[src/rtl/gated_window_integrator.sv]
// ---------------------------------------------------------------------------
// gated_window_integrator
//
// Integrates a programmable window of signed ADC samples after each accepted
// trigger. A trigger is accepted on its rising edge when the interleaver gate
// (output_en) is high, the block is idle and the requested window is non-empty.
// After `delay` cycles the block sums `win_len` consecutive samples and offers
// the result over a valid/ready handshake.
//
// Ports:
//   clk          system clock, rising edge
//   rst_n        asynchronous active-low reset
//   trigger      trigger strobe (level; only the rising edge matters)
//   output_en    gate from the interleaver, synchronous to clk
//   delay        cycles from acceptance to first summed sample (latched)
//   win_len      number of samples summed (latched)
//   adc_data     signed ADC sample
//   sum_data     signed window sum, stable while sum_valid is high
//   sum_valid    result available
//   sum_ready    consumer accepts the result
//   busy         high while in DELAY or INTEG
//   overrun      sticky: a finished result was dropped
//   clr_overrun  synchronous clear of overrun (a simultaneous set wins)
//   trig_missed  one-cycle pulse when a trigger edge is ignored
// ---------------------------------------------------------------------------
module gated_window_integrator #(
    parameter int DATA_W  = 14,
    parameter int DELAY_W = 8,
    parameter int WIN_W   = 8,
    parameter int SUM_W   = DATA_W + WIN_W
) (
    input  logic                     clk,
    input  logic                     rst_n,
    input  logic                     trigger,
    input  logic                     output_en,
    input  logic [DELAY_W-1:0]       delay,
    input  logic [WIN_W-1:0]         win_len,
    input  logic signed [DATA_W-1:0] adc_data,
    output logic signed [SUM_W-1:0]  sum_data,
    output logic                     sum_valid,
    input  logic                     sum_ready,
    output logic                     busy,
    output logic                     overrun,
    input  logic                     clr_overrun,
    output logic                     trig_missed
);

    // One counter serves both the delay and the window phase.
    localparam int CNT_W = (DELAY_W > WIN_W) ? DELAY_W : WIN_W;

    typedef enum logic [1:0] {
        IDLE  = 2'd0,
        DELAY = 2'd1,
        INTEG = 2'd2
    } state_t;

    state_t                   state;
    logic                     trig_d;
    logic [CNT_W-1:0]         cnt;
    logic [WIN_W-1:0]         win_q;
    logic signed [SUM_W-1:0]  acc;

    logic                     trig_edge;
    logic signed [SUM_W-1:0]  adc_ext;
    logic signed [SUM_W-1:0]  sum_next;
    logic                     done;
    logic                     transfer;

    assign trig_edge = trigger & ~trig_d;
    // Size cast of a signed operand sign-extends to the accumulator width.
    assign adc_ext   = SUM_W'(adc_data);
    assign sum_next  = acc + adc_ext;
    // Last sample of the window is being taken this cycle.
    assign done      = (state == INTEG) && (cnt == CNT_W'(1));
    assign transfer  = sum_valid & sum_ready;

    // NOTE: all state uses non-blocking assignments so every register samples
    // the pre-edge values, independent of statement order inside the block.
    always_ff @(posedge clk or negedge rst_n) begin
        if (!rst_n) begin
            state       <= IDLE;
            trig_d      <= 1'b0;
            cnt         <= '0;
            win_q       <= '0;
            acc         <= '0;
            sum_data    <= '0;
            sum_valid   <= 1'b0;
            busy        <= 1'b0;
            overrun     <= 1'b0;
            trig_missed <= 1'b0;
        end else begin
            trig_d      <= trigger;
            trig_missed <= 1'b0;

            case (state)
                IDLE: begin
                    // Gated-off edges are silently ignored (normal case).
                    if (trig_edge && output_en) begin
                        if (win_len == '0) begin
                            trig_missed <= 1'b1;
                        end else begin
                            win_q <= win_len;
                            acc   <= '0;
                            busy  <= 1'b1;
                            if (delay == '0) begin
                                state <= INTEG;
                                cnt   <= CNT_W'(win_len);
                            end else begin
                                state <= DELAY;
                                cnt   <= CNT_W'(delay);
                            end
                        end
                    end
                end

                DELAY: begin
                    if (trig_edge) trig_missed <= 1'b1;
                    // cnt==1 on the last delay cycle; the next cycle samples.
                    if (cnt == CNT_W'(1)) begin
                        state <= INTEG;
                        cnt   <= CNT_W'(win_q);
                    end else begin
                        cnt <= cnt - 1'b1;
                    end
                end

                INTEG: begin
                    if (trig_edge) trig_missed <= 1'b1;
                    acc <= sum_next;
                    if (cnt == CNT_W'(1)) begin
                        state <= IDLE;
                        busy  <= 1'b0;
                    end else begin
                        cnt <= cnt - 1'b1;
                    end
                end

                default: begin
                    state <= IDLE;
                    busy  <= 1'b0;
                end
            endcase

            // Output register: a completion may reload it only when the slot
            // is empty or is being emptied by a transfer on this same cycle.
            if (done && (!sum_valid || sum_ready)) begin
                sum_data  <= sum_next;
                sum_valid <= 1'b1;
            end else if (transfer) begin
                sum_valid <= 1'b0;
            end

            // Set has priority over clear.
            if (done && sum_valid && !sum_ready) begin
                overrun <= 1'b1;
            end else if (clr_overrun) begin
                overrun <= 1'b0;
            end
        end
    end

endmodule

[config.mk]
export PLATFORM = sky130hd
export DESIGN_NAME = gated_window_integrator
export DESIGN_NICKNAME = d
export VERILOG_FILES = /design/src/rtl/gated_window_integrator.sv
export SDC_FILE = /design/constraint.sdc
export NUM_CORES = 1
export LEC_CHECK = 0
export CORE_MARGIN = 5
export CORE_UTILIZATION = 59
export CTS_BUF_LIST = sky130_fd_sc_hd__clkbuf_8 sky130_fd_sc_hd__clkbuf_16
export DETAILED_ROUTE_END_ITERATION = 8
export PLACE_DENSITY = 0.83
export SYNTH_ARGS = -nofsm -noshare
export SYNTH_HDL_FRONTEND = slang
export SYNTH_SLANG_ARGS = --single-unit
[constraint.sdc]
create_clock -name clk -period 4.2 [get_ports clk]
set_input_delay 0.63 -clock clk [delete_from_list [all_inputs] [get_ports clk]]
set_output_delay 0.63 -clock clk [all_outputs]
set_load 0.03 [all_outputs]
==> results of run 1 <==
[worst paths after layout]
path                            slack [ns]                       end  depth (start not counted)               start
worst max-delay path                  1.05  sum_data[16]$_DFFE_PN0P_                         10         adc_data[0]
worst min-delay path                  0.32   sum_data[9]$_DFFE_PN0P_                          1               rst_n
min in group clk                      0.43     trig_missed$_DFF_PN0_                          1    trig_d$_DFF_PN0_
worst max register to register        1.40  sum_data[16]$_DFFE_PN0P_                          9  acc[0]$_DFFE_PN0P_
max in group asynchronous             2.94       acc[20]$_DFFE_PN0P_                          2               rst_n
worst min register to register        0.43     trig_missed$_DFF_PN0_                          1    trig_d$_DFF_PN0_
[cell usage after synthesis, types with 3 or more instances]
master,n
sky130_fd_sc_hd__a211o_1,3
sky130_fd_sc_hd__a211oi_1,9
sky130_fd_sc_hd__a21o_1,3
sky130_fd_sc_hd__a21oi_1,39
sky130_fd_sc_hd__a22o_1,17
sky130_fd_sc_hd__a31oi_1,4
sky130_fd_sc_hd__a41oi_1,3
sky130_fd_sc_hd__and3_1,6
sky130_fd_sc_hd__buf_2,3
sky130_fd_sc_hd__clkbuf_1,10
sky130_fd_sc_hd__dfrtp_1,67
sky130_fd_sc_hd__ha_1,27
sky130_fd_sc_hd__inv_1,13
sky130_fd_sc_hd__mux2_2,25
sky130_fd_sc_hd__nand2_1,33
sky130_fd_sc_hd__nand2b_1,5
sky130_fd_sc_hd__nand3_1,3
sky130_fd_sc_hd__nand4_1,3
sky130_fd_sc_hd__nor2_1,14
sky130_fd_sc_hd__nor3_1,9
sky130_fd_sc_hd__nor4_1,4
sky130_fd_sc_hd__o211ai_1,6
sky130_fd_sc_hd__o21ai_0,29
sky130_fd_sc_hd__o22ai_1,3
sky130_fd_sc_hd__o31ai_1,6
sky130_fd_sc_hd__xnor2_1,14
sky130_fd_sc_hd__xor2_1,7
[layout make-up]
| cell class | instances | share of cell area [%] |
|---|---|---|
| Clock buffer | 10 | 2.841 |
| Tap cell | 80 | 2.066 |
| Clock inverter | 6 | 1.162 |
| Inverter | 13 | 1.007 |
| Multi-Input combinational cell | 302 | 45.35 |
| Timing Repair Buffer | 64 | 12.96 |
| Sequential cell | 67 | 34.61 |
[routing by layer]
| metal | part of all wire [%] | vias to the layer above | global-route usage, % |
|---|---|---|---|
| met1 | 42 | 1629 | 29.04 |
| met4 | 1.9 | 0 | 9.653 |
| met3 | 5.6 | 19 | 3.412 |
| li1 | - | 1620 | - |
| met2 | 50 | 124 | 39.21 |
| met5 | 0 | - | 0 |
[cell families (layout without fill, tap and decap cells)]
logic type	count (synthesis)	in the layout
buf+inv	30	93
mux	25	25
flops	67	67
simple gates	90	90
compound gates	138	138
xor+xnor	21	21
fa+ha+maj	28	28
[through the flow]
step / power [mW] / hold slack, ns / cell area [um^2] / util, %
2_1_floorplan: 2.836 / 0.3344 / 4010 / -
5_1_grt: 4.356 / 0.3662 / 4845 / 72.10
3_3_place_gp: 3.411 / 0.4106 / 4651 / 69.22
6_report: 4.044 / 0.3230 / 4845 / 72.10
3_5_place_dp: 3.484 / 0.4165 / 4651 / 69.22
4_1_cts: 4.043 / 0.3347 / 4845 / 72.10
[state kept, by name, indices dropped and copies added, names as in the netlist]
signal	count
cnt	8
sum_data	22
busy	1
win_q	8
acc	22
state	2
overrun	1
trig_missed	1
trig_d	1
sum_valid	1
[report_power, final]
| group | switching (mW) | total [mW] | internal [mW] |
|---|---|---|---|
| clock network | 0.248 | 0.533 | 0.285 |
| logic | 1.34 | 2.35 | 1.01 |
| registers | 0.206 | 1.16 | 0.956 |
[critical path, delay by kind of cell]
family                   cells  cell delay [ns]
AO/OA/AOI/OAI                4             1.05
adder cells (fa/ha/maj)      2             0.67
buffers and inverters        1             0.42
multiplexers                 1             0.28
AND/OR/NAND/NOR              1             0.23
XOR/XNOR                     1             0.10
==> metrics.cfg, run 1 <==
[detailed_routing]
dr.pass1.iters = 4
drcViolationCount = 0
via_per_inst = 6.258
average_wire_per_standard_cell_um = 17.23
route.final.wire_length_um = 9339
route.antenna.remaining_nets = 0
drt_first_iter_violations = 191
vias = 3392

[critical_path]
path_cells = clkdlybuf4s50_1 > ha_1 > fa_1 > a21o_1 > a221oi_2 > a211oi_1 > nand2b_1 > a21oi_1 > xnor2_1 > mux2_2
timing.critical_path.slowest_cell_delay_ns = 0.42
crit_path_top_delay_cell = sky130_fd_sc_hd__clkdlybuf4s50_1
crit_fanout = 4
setup.worst_path.start_class = primary input
timing.critical_path.required_ns = 4.42
critPathArrivalTime_ns = 3.37
critical_path_class = primary input to register
crit_path_end_kind = register

[yosys]
ys_async_sr_fraction_pct = 100.0
seq_area_frac_synth_pct = 41.81
syn_avg_cell_area_um2 = 10.05
largest_family_of_logic_cells_by_synthesized_area = compound AO/OA/AOI/OAI gates
netlist.area_leader.share_pct = 41.81
post_synth_edffs = 0
fraction_of_the_mapped_netlist_area_in_compound_gates_pct = 22.81
synth_simple_gate_area_share_pct = 11.39
synthMuxAreaShare_pct = 7.020
synthDominantAreaCellType = sky130_fd_sc_hd__dfrtp_1
synth_seq_cells = 67
synth_fa_ha_area_share_pct = 8.924
synthesis.area_um2 = 4010
synth_warnings = 0
post_synth_xor_area_fraction_pct = 4.587
synth_cell_type_count = 54
netlist_instances = 399
synth_ff_type = sky130_fd_sc_hd__dfrtp_1
synthesis.nets = 463
synth_top_cells_by_area = sky130_fd_sc_hd__dfrtp_1, sky130_fd_sc_hd__ha_1, sky130_fd_sc_hd__mux2_2

[placement]
globalplace.congestion = 0.9055
placed_cells_incl_taps = 526
post-dp-hpwl_um = 6737
port_buffers = 61
pre_cts_ws_ns = 0.7936

[finish]
post_layout_nonfiller_instances = 542
fillers = 496
seq_area_um2 = 1677
multiInputGateArea_um2 = 2197
most_frequent_cells_in_the_layout = sky130_fd_sc_hd__dfrtp_1, sky130_fd_sc_hd__clkdlybuf4s50_1, sky130_fd_sc_hd__a21oi_1, sky130_fd_sc_hd__nand2_1, sky130_fd_sc_hd__o21ai_0
insertedDiodeCount = 0
share_of_final_layout_standard_cells_stronger_than_drive_strength_1_pct = 11.47
area_delta_synth_final_pct = 20.81
layout_commonest_cell = sky130_fd_sc_hd__dfrtp_1
nets = 521

[timing]
min_period_over_period_pct = 74.97
setup_ws_ns = 1.051
final.setup_skew_ns = 0.006485
final_hold_viol_count = 0
timing.max_slew.rel_slack_pct = 40.77
report.final.setup_viol = 0
finalSetupTns_ns = 0
timing.fmax_mhz = 317.6
worst_slew_pin_slew_ns = 0.8884
rsz_0062_raised_after_global_routing = false
finalCriticalPeriod_ns = 3.149
slew_viol_final = 0

[die]
die_w_um = 92.44
design.core.area_um2 = 6719
die_h_um = 92.44
io-pin-count = 62
placement_rows = 30
fp.dieArea_um2 = 8545
initial_core_util_pct = 59.68

[clocking]
postCtsResizedCells = 0
cts_tree = built
clock_path_buffers = 2
cts_hold_repair.buffers = 0
clk-insertion-delay-late_ns = 0.34
cts-root-buf = sky130_fd_sc_hd__clkbuf_8
cts_setup_buffers = 0
clock-sinks = 67
cts_buffers = 9
ctsHtreeMaxLevel = 3
clkSlewWorstSetupHoldPaths_ns = 0.07

[global_routing]
antenna_found_initial = 0
grt_start_max_net_pins = 39
wire_length_of_the_first_global_routing_pass_um = 15880
grtUsageTotal_pct = 22.98
first_global_vias = 3406
globalRouteOverflowTotal = 0

[worst_hold_path]
worstHoldPathType = primary input to asynchronous set/reset pin

[run_status]
status = finished, final reports clean

[run]
drv_cap = 0

[pwr]
power_leakage_nw = 2.064
vdd_ir_drop_max_uv = 426.5
p_per_area_nw_per_um2 = 834.7

Power figures use the tool's default switching activity.
==> run 2: changes to the inputs <==
Settings changed: CORE_UTILIZATION 59 to 54, PLACE_DENSITY 0.83 to 0.77.
Clock period 4.2 ns to 3.1 ns, I/O delays scaled along.
==> run 2 against run 1 <==
Combinational power up 40%; sequential share of layout area down 1.0 points; global-route usage shrank 0.58 points; register-to-register slack lost 0.91 ns; flip-flop and latch count unchanged; clock power grew 50%; worst setup slack worse by 0.72 ns; routed wire length grew 3.3%; first-iteration DRC count is 30% lower; sequential power is 36% higher; clock-buffer cell count fell by 1; non-clock buffer count up 14; largest power group unchanged; highest routed layer unchanged.
==> metrics.cfg, run 2 (same netlist as run 1, synthesis figures left out) <==
[run]
drv_cap = 0  ; unchanged

[clocking]
clkSlewWorstSetupHoldPaths_ns = 0.07  ; about the same
postCtsResizedCells = 0  ; unchanged
cts_hold_repair.buffers = 0  ; unchanged
cts_buffers = 9  ; unchanged
cts_tree = built
clock_path_buffers = 2  ; unchanged
ctsHtreeMaxLevel = 3  ; unchanged
clk-insertion-delay-late_ns = 0.35  ; about the same
clock-sinks = 67  ; unchanged
cts_setup_buffers = 0  ; unchanged
cts-root-buf = sky130_fd_sc_hd__clkbuf_8

[critical_path]
critical_path_class = primary input to register
timing.critical_path.required_ns = 3.33  ; -1.09 ns
crit_path_end_kind = register
ff2ff_path_depth = 8  ; -1
regToRegStartpoint = acc[4]$_DFFE_PN0P_
crit_fanout = 4  ; unchanged
setup.worst_path.start_class = primary input
crit-reg2reg-capture = sum_data[15]$_DFFE_PN0P_
critPathArrivalTime_ns = 3.00  ; -0.37 ns
timing.reg2reg.setup_slack_ns = 0.49  ; -0.91 ns

[finish]
nets = 535  ; +2.7%
layout_commonest_cell = sky130_fd_sc_hd__dfrtp_1
finalCoreUtilization_pct = 68.86  ; -3.2 points
insertedDiodeCount = 0  ; unchanged
reg_top3 = acc (22), sum_data (22)
share_of_final_layout_standard_cells_stronger_than_drive_strength_1_pct = 14.11  ; +2.6 points
most_frequent_cells_in_the_layout = sky130_fd_sc_hd__dfrtp_1, sky130_fd_sc_hd__clkdlybuf4s50_1, sky130_fd_sc_hd__a21oi_1, sky130_fd_sc_hd__nand2_1, sky130_fd_sc_hd__o21ai_0
area_delta_synth_final_pct = 24.56

[detailed_routing]
dr.pass1.iters = 4  ; unchanged
average_wire_per_standard_cell_um = 16.80  ; -2.5%
drcViolationCount = 0  ; unchanged
route.antenna.remaining_nets = 0  ; unchanged
drt_first_iter_violations = 133  ; -30%
route.final.wire_length_um = 9645  ; +3.3%
vias = 3411  ; +0.56%
via_per_inst = 5.943  ; -5.0%

[pwr]
vdd_ir_drop_max_uv = 594.2  ; +39%
p_per_area_nw_per_um2 = 1134  ; +36%
power_leakage_nw = 2.126  ; +3.0%

[global_routing]
grtUsageTotal_pct = 22.40  ; -0.58 points
first_global_vias = 3499  ; +2.7%
wire_length_of_the_first_global_routing_pass_um = 16130  ; +1.6%
grt_start_max_net_pins = 44  ; +13%
antenna_found_initial = 0  ; unchanged
globalRouteOverflowTotal = 0  ; unchanged

[timing]
final.setup_skew_ns = 0.01041  ; +0.003924 ns
rsz_0062_raised_after_global_routing = false
timing.max_slew.rel_slack_pct = 42.92  ; +2.2 points
worst_slew_pin_slew_ns = 0.8561  ; -0.03226 ns
timing.fmax_mhz = 361.5
min_period_over_period_pct = 89.24
report.final.setup_viol = 0  ; unchanged
finalSetupTns_ns = 0  ; unchanged
slew_viol_final = 0  ; unchanged
final_hold_viol_count = 0  ; unchanged
finalCriticalPeriod_ns = 2.767

[die]
die_h_um = 96.18  ; +4.0%
design.core.area_um2 = 7253  ; +8.0%
io-pin-count = 62  ; unchanged
fp.dieArea_um2 = 9250  ; +8.2%
die_w_um = 96.18  ; +4.0%
placement_rows = 31  ; +3.3%
initial_core_util_pct = 55.29  ; -4.4 points

[worst_hold_path]
worstHoldPathType = primary input to asynchronous set/reset pin

[placement]
globalplace.congestion = 0.9469  ; +4.6%
post-dp-hpwl_um = 7025  ; +4.3%
port_buffers = 61  ; unchanged

[run_status]
status = finished, final reports clean

## run 2: changes by cell type in the layout (fill, tap and decap cells not counted), sizes merged
| cell | previous run | this run |
|---|---|---|
| clkinv | 3 | 1 |
| inv | 14 | 13 |
| clkbuf | 10 | 9 |
| buf | 4 | 18 |
| clkinvlp | 1 | 3 |
| bufinv | 1 | 2 |
## run 2: critical path, cell delays in order
cell,delay (ns)
sky130_fd_sc_hd__clkdlybuf4s50_1,0.41
sky130_fd_sc_hd__ha_1,0.35
sky130_fd_sc_hd__a21o_1,0.22
sky130_fd_sc_hd__o21bai_1,0.24
sky130_fd_sc_hd__o31ai_1,0.39
sky130_fd_sc_hd__a31oi_1,0.26
sky130_fd_sc_hd__a21oi_1,0.27
sky130_fd_sc_hd__xnor2_1,0.13
sky130_fd_sc_hd__mux2_2,0.27
## run 2: final cells by class
cell class	count	area [um^2]
fillers	578	2258
multi-input cells	302	2197
flip-flops and latches	67	1677
repair buffers	78	733.2
clock buffers	9	123.9
well taps	99	123.9
clock inverters	6	91.34
inverters	13	48.80
## run 2: how the worst max path moves through the flow
stage                     cells past startpoint  slack (ns)                        to         start
final                                         9        0.33  sum_data[15]$_DFFE_PN0P_   adc_data[4]
after CTS                                     9        0.38  sum_data[15]$_DFFE_PN0P_   adc_data[4]
after detailed placement                     11        0.05  sum_data[14]$_DFFE_PN0P_   adc_data[0]
after global placement                       11        0.06  sum_data[14]$_DFFE_PN0P_   adc_data[0]
after floorplan                               9        0.51  sum_data[14]$_DFFE_PN0P_   adc_data[0]
after global routing                          9        0.21  sum_data[21]$_DFFE_PN0P_  adc_data[13]
## run 2: stage by stage
stage	hold WS, ns	power [mW]	cell area [um^2]	worst slack, ns	std cells
after floorplan	0.1694	3.842	4010	0.5146	399
after global placement	0.4116	4.743	4780	0.05533	559
after detailed placement	0.4149	4.844	4780	0.04655	559
after CTS	0.09743	5.678	4995	0.3807	574
after global routing	0.1169	6.093	4995	0.2101	574
final	0.1019	5.666	4995	0.3335	574
## run 2: power breakdown
part	switching (mW)	leakage, nW	total (mW)	internal, mW
sequential	0.286	0.815	1.58	1.30
combinational	1.83	1.21	3.29	1.45
clock	0.348	0.0975	0.797	0.449
total	2.47	2.13	5.67	3.20
## run 2: routing by layer
metal  global-route usage (%)  routed length (um)  up-vias
met5                        0                   0        -
met4                    8.294                 170        0
met3                    6.020                 470       19
met2                    37.67                4802      104
met1                    27.40                4201     1650
li1                         -                   -     1638
==> run 3: changes to the inputs <==
Settings changed: CORE_MARGIN 5 to not set.
==> run 3 against run 2 <==
Sequential share of layout area is 0.14 points higher; clock-buffer cell count rose by 1; sequential power about the same; global-route usage up 3.7 points; register-to-register slack got worse by 0.04 ns.
==> metrics.cfg, run 3 (same netlist as run 1, synthesis figures left out) <==
[clocking]
clkSlewWorstSetupHoldPaths_ns = 0.08  ; about the same
clock-sinks = 67  ; unchanged
cts_buffers = 9  ; unchanged
cts_tree = built
cts_hold_repair.buffers = 0  ; unchanged
ctsHtreeMaxLevel = 3  ; unchanged
clock_path_buffers = 2  ; unchanged
cts_setup_buffers = 0  ; unchanged
postCtsResizedCells = 0  ; unchanged
clk-insertion-delay-late_ns = 0.35  ; about the same
cts-root-buf = sky130_fd_sc_hd__clkbuf_8

[critical_path]
critical_path_class = primary input to register
timing.critical_path.slowest_cell_delay_ns = 0.46  ; +0.05 ns
crit_path_top_delay_cell = sky130_fd_sc_hd__clkdlybuf4s50_1
path_cells = clkdlybuf4s50_1 > ha_1 > a211oi_1 > o21bai_1 > o31ai_1 > a31oi_1 > a21oi_1 > xnor2_1 > mux2_2
crit_path_end_kind = register
timing.critical_path.required_ns = 3.33  ; about the same
setup.worst_path.start_class = primary input
critPathArrivalTime_ns = 3.02  ; +0.02 ns
timing.reg2reg.setup_slack_ns = 0.45  ; -0.04 ns
crit_fanout = 4  ; unchanged

[timing]
final.setup_skew_ns = 0.01174  ; +0.001330 ns
report.final.setup_viol = 0  ; unchanged
min_period_over_period_pct = 90.13  ; +0.89 points
worst_slew_pin_slew_ns = 0.8611  ; +0.004925 ns
setup_ws_ns = 0.3060  ; -0.02746 ns
final_hold_viol_count = 0  ; unchanged
timing.fmax_mhz = 357.9  ; -0.98%
slew_viol_final = 0  ; unchanged
timing.max_slew.rel_slack_pct = 42.60  ; -0.33 points
finalCriticalPeriod_ns = 2.794  ; +0.02746 ns
rsz_0062_raised_after_global_routing = false

[detailed_routing]
via_per_inst = 6.003  ; +1.0%
wl_met3_um = 494  ; +5.1%
met2_wire_len_um = 4500  ; -6.3%
route.final.wire_length_um = 9338  ; -3.2%
dr.pass1.iters = 5  ; +1
average_wire_per_standard_cell_um = 16.21  ; -3.5%
route.antenna.remaining_nets = 0  ; unchanged
highest_layer = met4
routedLengthMet1_um = 4199  ; about the same
drt_first_iter_violations = 236  ; +77%
vias = 3458  ; +1.4%
drcViolationCount = 0  ; unchanged

[pwr]
power_leakage_nw = 2.123  ; -0.14%
p_per_area_nw_per_um2 = 1116  ; -1.6%
power_mw = 5.550  ; -2.0%
vdd_ir_drop_max_uv = 635.2  ; +6.9%

[die]
io-pin-count = 62  ; unchanged
initial_core_util_pct = 55.58  ; +0.30 points
placement_rows = 31  ; unchanged
die_w_um = 88.18  ; -8.3%
die_h_um = 88.18  ; -8.3%
design.core.area_um2 = 7214  ; -0.53%
fp.dieArea_um2 = 7775  ; -16%

[global_routing]
globalRouteOverflowTotal = 0  ; unchanged
first_global_vias = 3318  ; -5.2%
grt_start_max_net_pins = 68  ; +55%
antenna_found_initial = 0  ; unchanged
grtUsageTotal_pct = 26.14  ; +3.7 points
wire_length_of_the_first_global_routing_pass_um = 15660  ; -2.9%

[placement]
post-dp-hpwl_um = 6637  ; -5.5%
globalplace.congestion = 0.8692  ; -8.2%
placedInstanceArea_um2 = 4787  ; +0.16%
port_buffers = 61  ; unchanged
pre_cts_ws_ns = -0.008000  ; -0.05455 ns

[finish]
area_delta_synth_final_pct = 24.06
reg_top3 = acc (22), sum_data (22)
share_of_final_layout_standard_cells_stronger_than_drive_strength_1_pct = 14.47  ; +0.36 points
nets = 536  ; +0.19%
post-route-cell-area_um2 = 4975  ; -0.40%
finalCoreUtilization_pct = 68.96  ; +0.093 points
most_frequent_cells_in_the_layout = sky130_fd_sc_hd__dfrtp_1, sky130_fd_sc_hd__clkdlybuf4s50_1, sky130_fd_sc_hd__a21oi_1, sky130_fd_sc_hd__nand2_1, sky130_fd_sc_hd__o21ai_0
insertedDiodeCount = 0  ; unchanged
layout_commonest_cell = sky130_fd_sc_hd__dfrtp_1

[worst_hold_path]
worstHoldPathType = primary input to asynchronous set/reset pin

[run]
drv_cap = 0  ; unchanged

[run_status]
status = finished, final reports clean

-- run 3: changes by cell type in the layout (fill, tap and decap cells not counted), sizes merged --
cell      before  now
bufinv         2    0
inv           13   14
buf           18   19
clkinv         1    3
clkinvlp       3    2
clkbuf         9   10
-- run 3: layer usage --
metal / GRT usage [%] / up-vias
met5: 0 / -
met4: 8.358 / 0
met3: 6.503 / 19
met2: 42.66 / 126
met1: 34.18 / 1667
li1: - / 1646
-- run 3: final timing paths --
check                                   start                        to  cells past startpoint
max in group asynchronous               rst_n        cnt[2]$_DFFE_PN0P_                      2
max reg2reg                acc[0]$_DFFE_PN0P_  sum_data[14]$_DFFE_PN0P_                     10
min in group clk             trig_d$_DFF_PN0_     trig_missed$_DFF_PN0_                      1
max                               adc_data[1]  sum_data[15]$_DFFE_PN0P_                      9
min reg2reg                  trig_d$_DFF_PN0_     trig_missed$_DFF_PN0_                      1
min                                     rst_n   sum_data[8]$_DFFE_PN0P_                      2
-- run 3: final cells by class --
class	instances	area (um^2)
clock inverters	6	50.05
flip-flops and latches	67	1677
well taps	99	123.9
clock buffers	10	137.6
multi-input cells	302	2197
repair buffers	79	740.7
inverters	13	48.80
fillers	579	2240
-- run 3: per-stage QoR --
step                setup TNS (ns)  cells  hold slack (ns)
detailed placement       -0.008000    560           0.4263
finish                           0    576           0.2770
floorplan                        0    399           0.1694
CTS                              0    576           0.3326
global placement                 0    560           0.4121
global route                     0    576           0.3804
-- run 3: power breakdown --
part	leakage, nW	total, mW	switching, mW	internal (mW)
sequential	0.815	1.57	0.274	1.29
combinational	1.22	3.30	1.84	1.46
clock	0.0891	0.683	0.364	0.318
-- run 3: critical path: cells and delay by family --
| family | cells | cell delay [ns] |
|---|---|---|
| buf+inv | 1 | 0.46 |
| xor+xnor | 1 | 0.12 |
| fa+ha+maj | 1 | 0.35 |
| compound gates | 5 | 1.36 |
| mux | 1 | 0.27 |
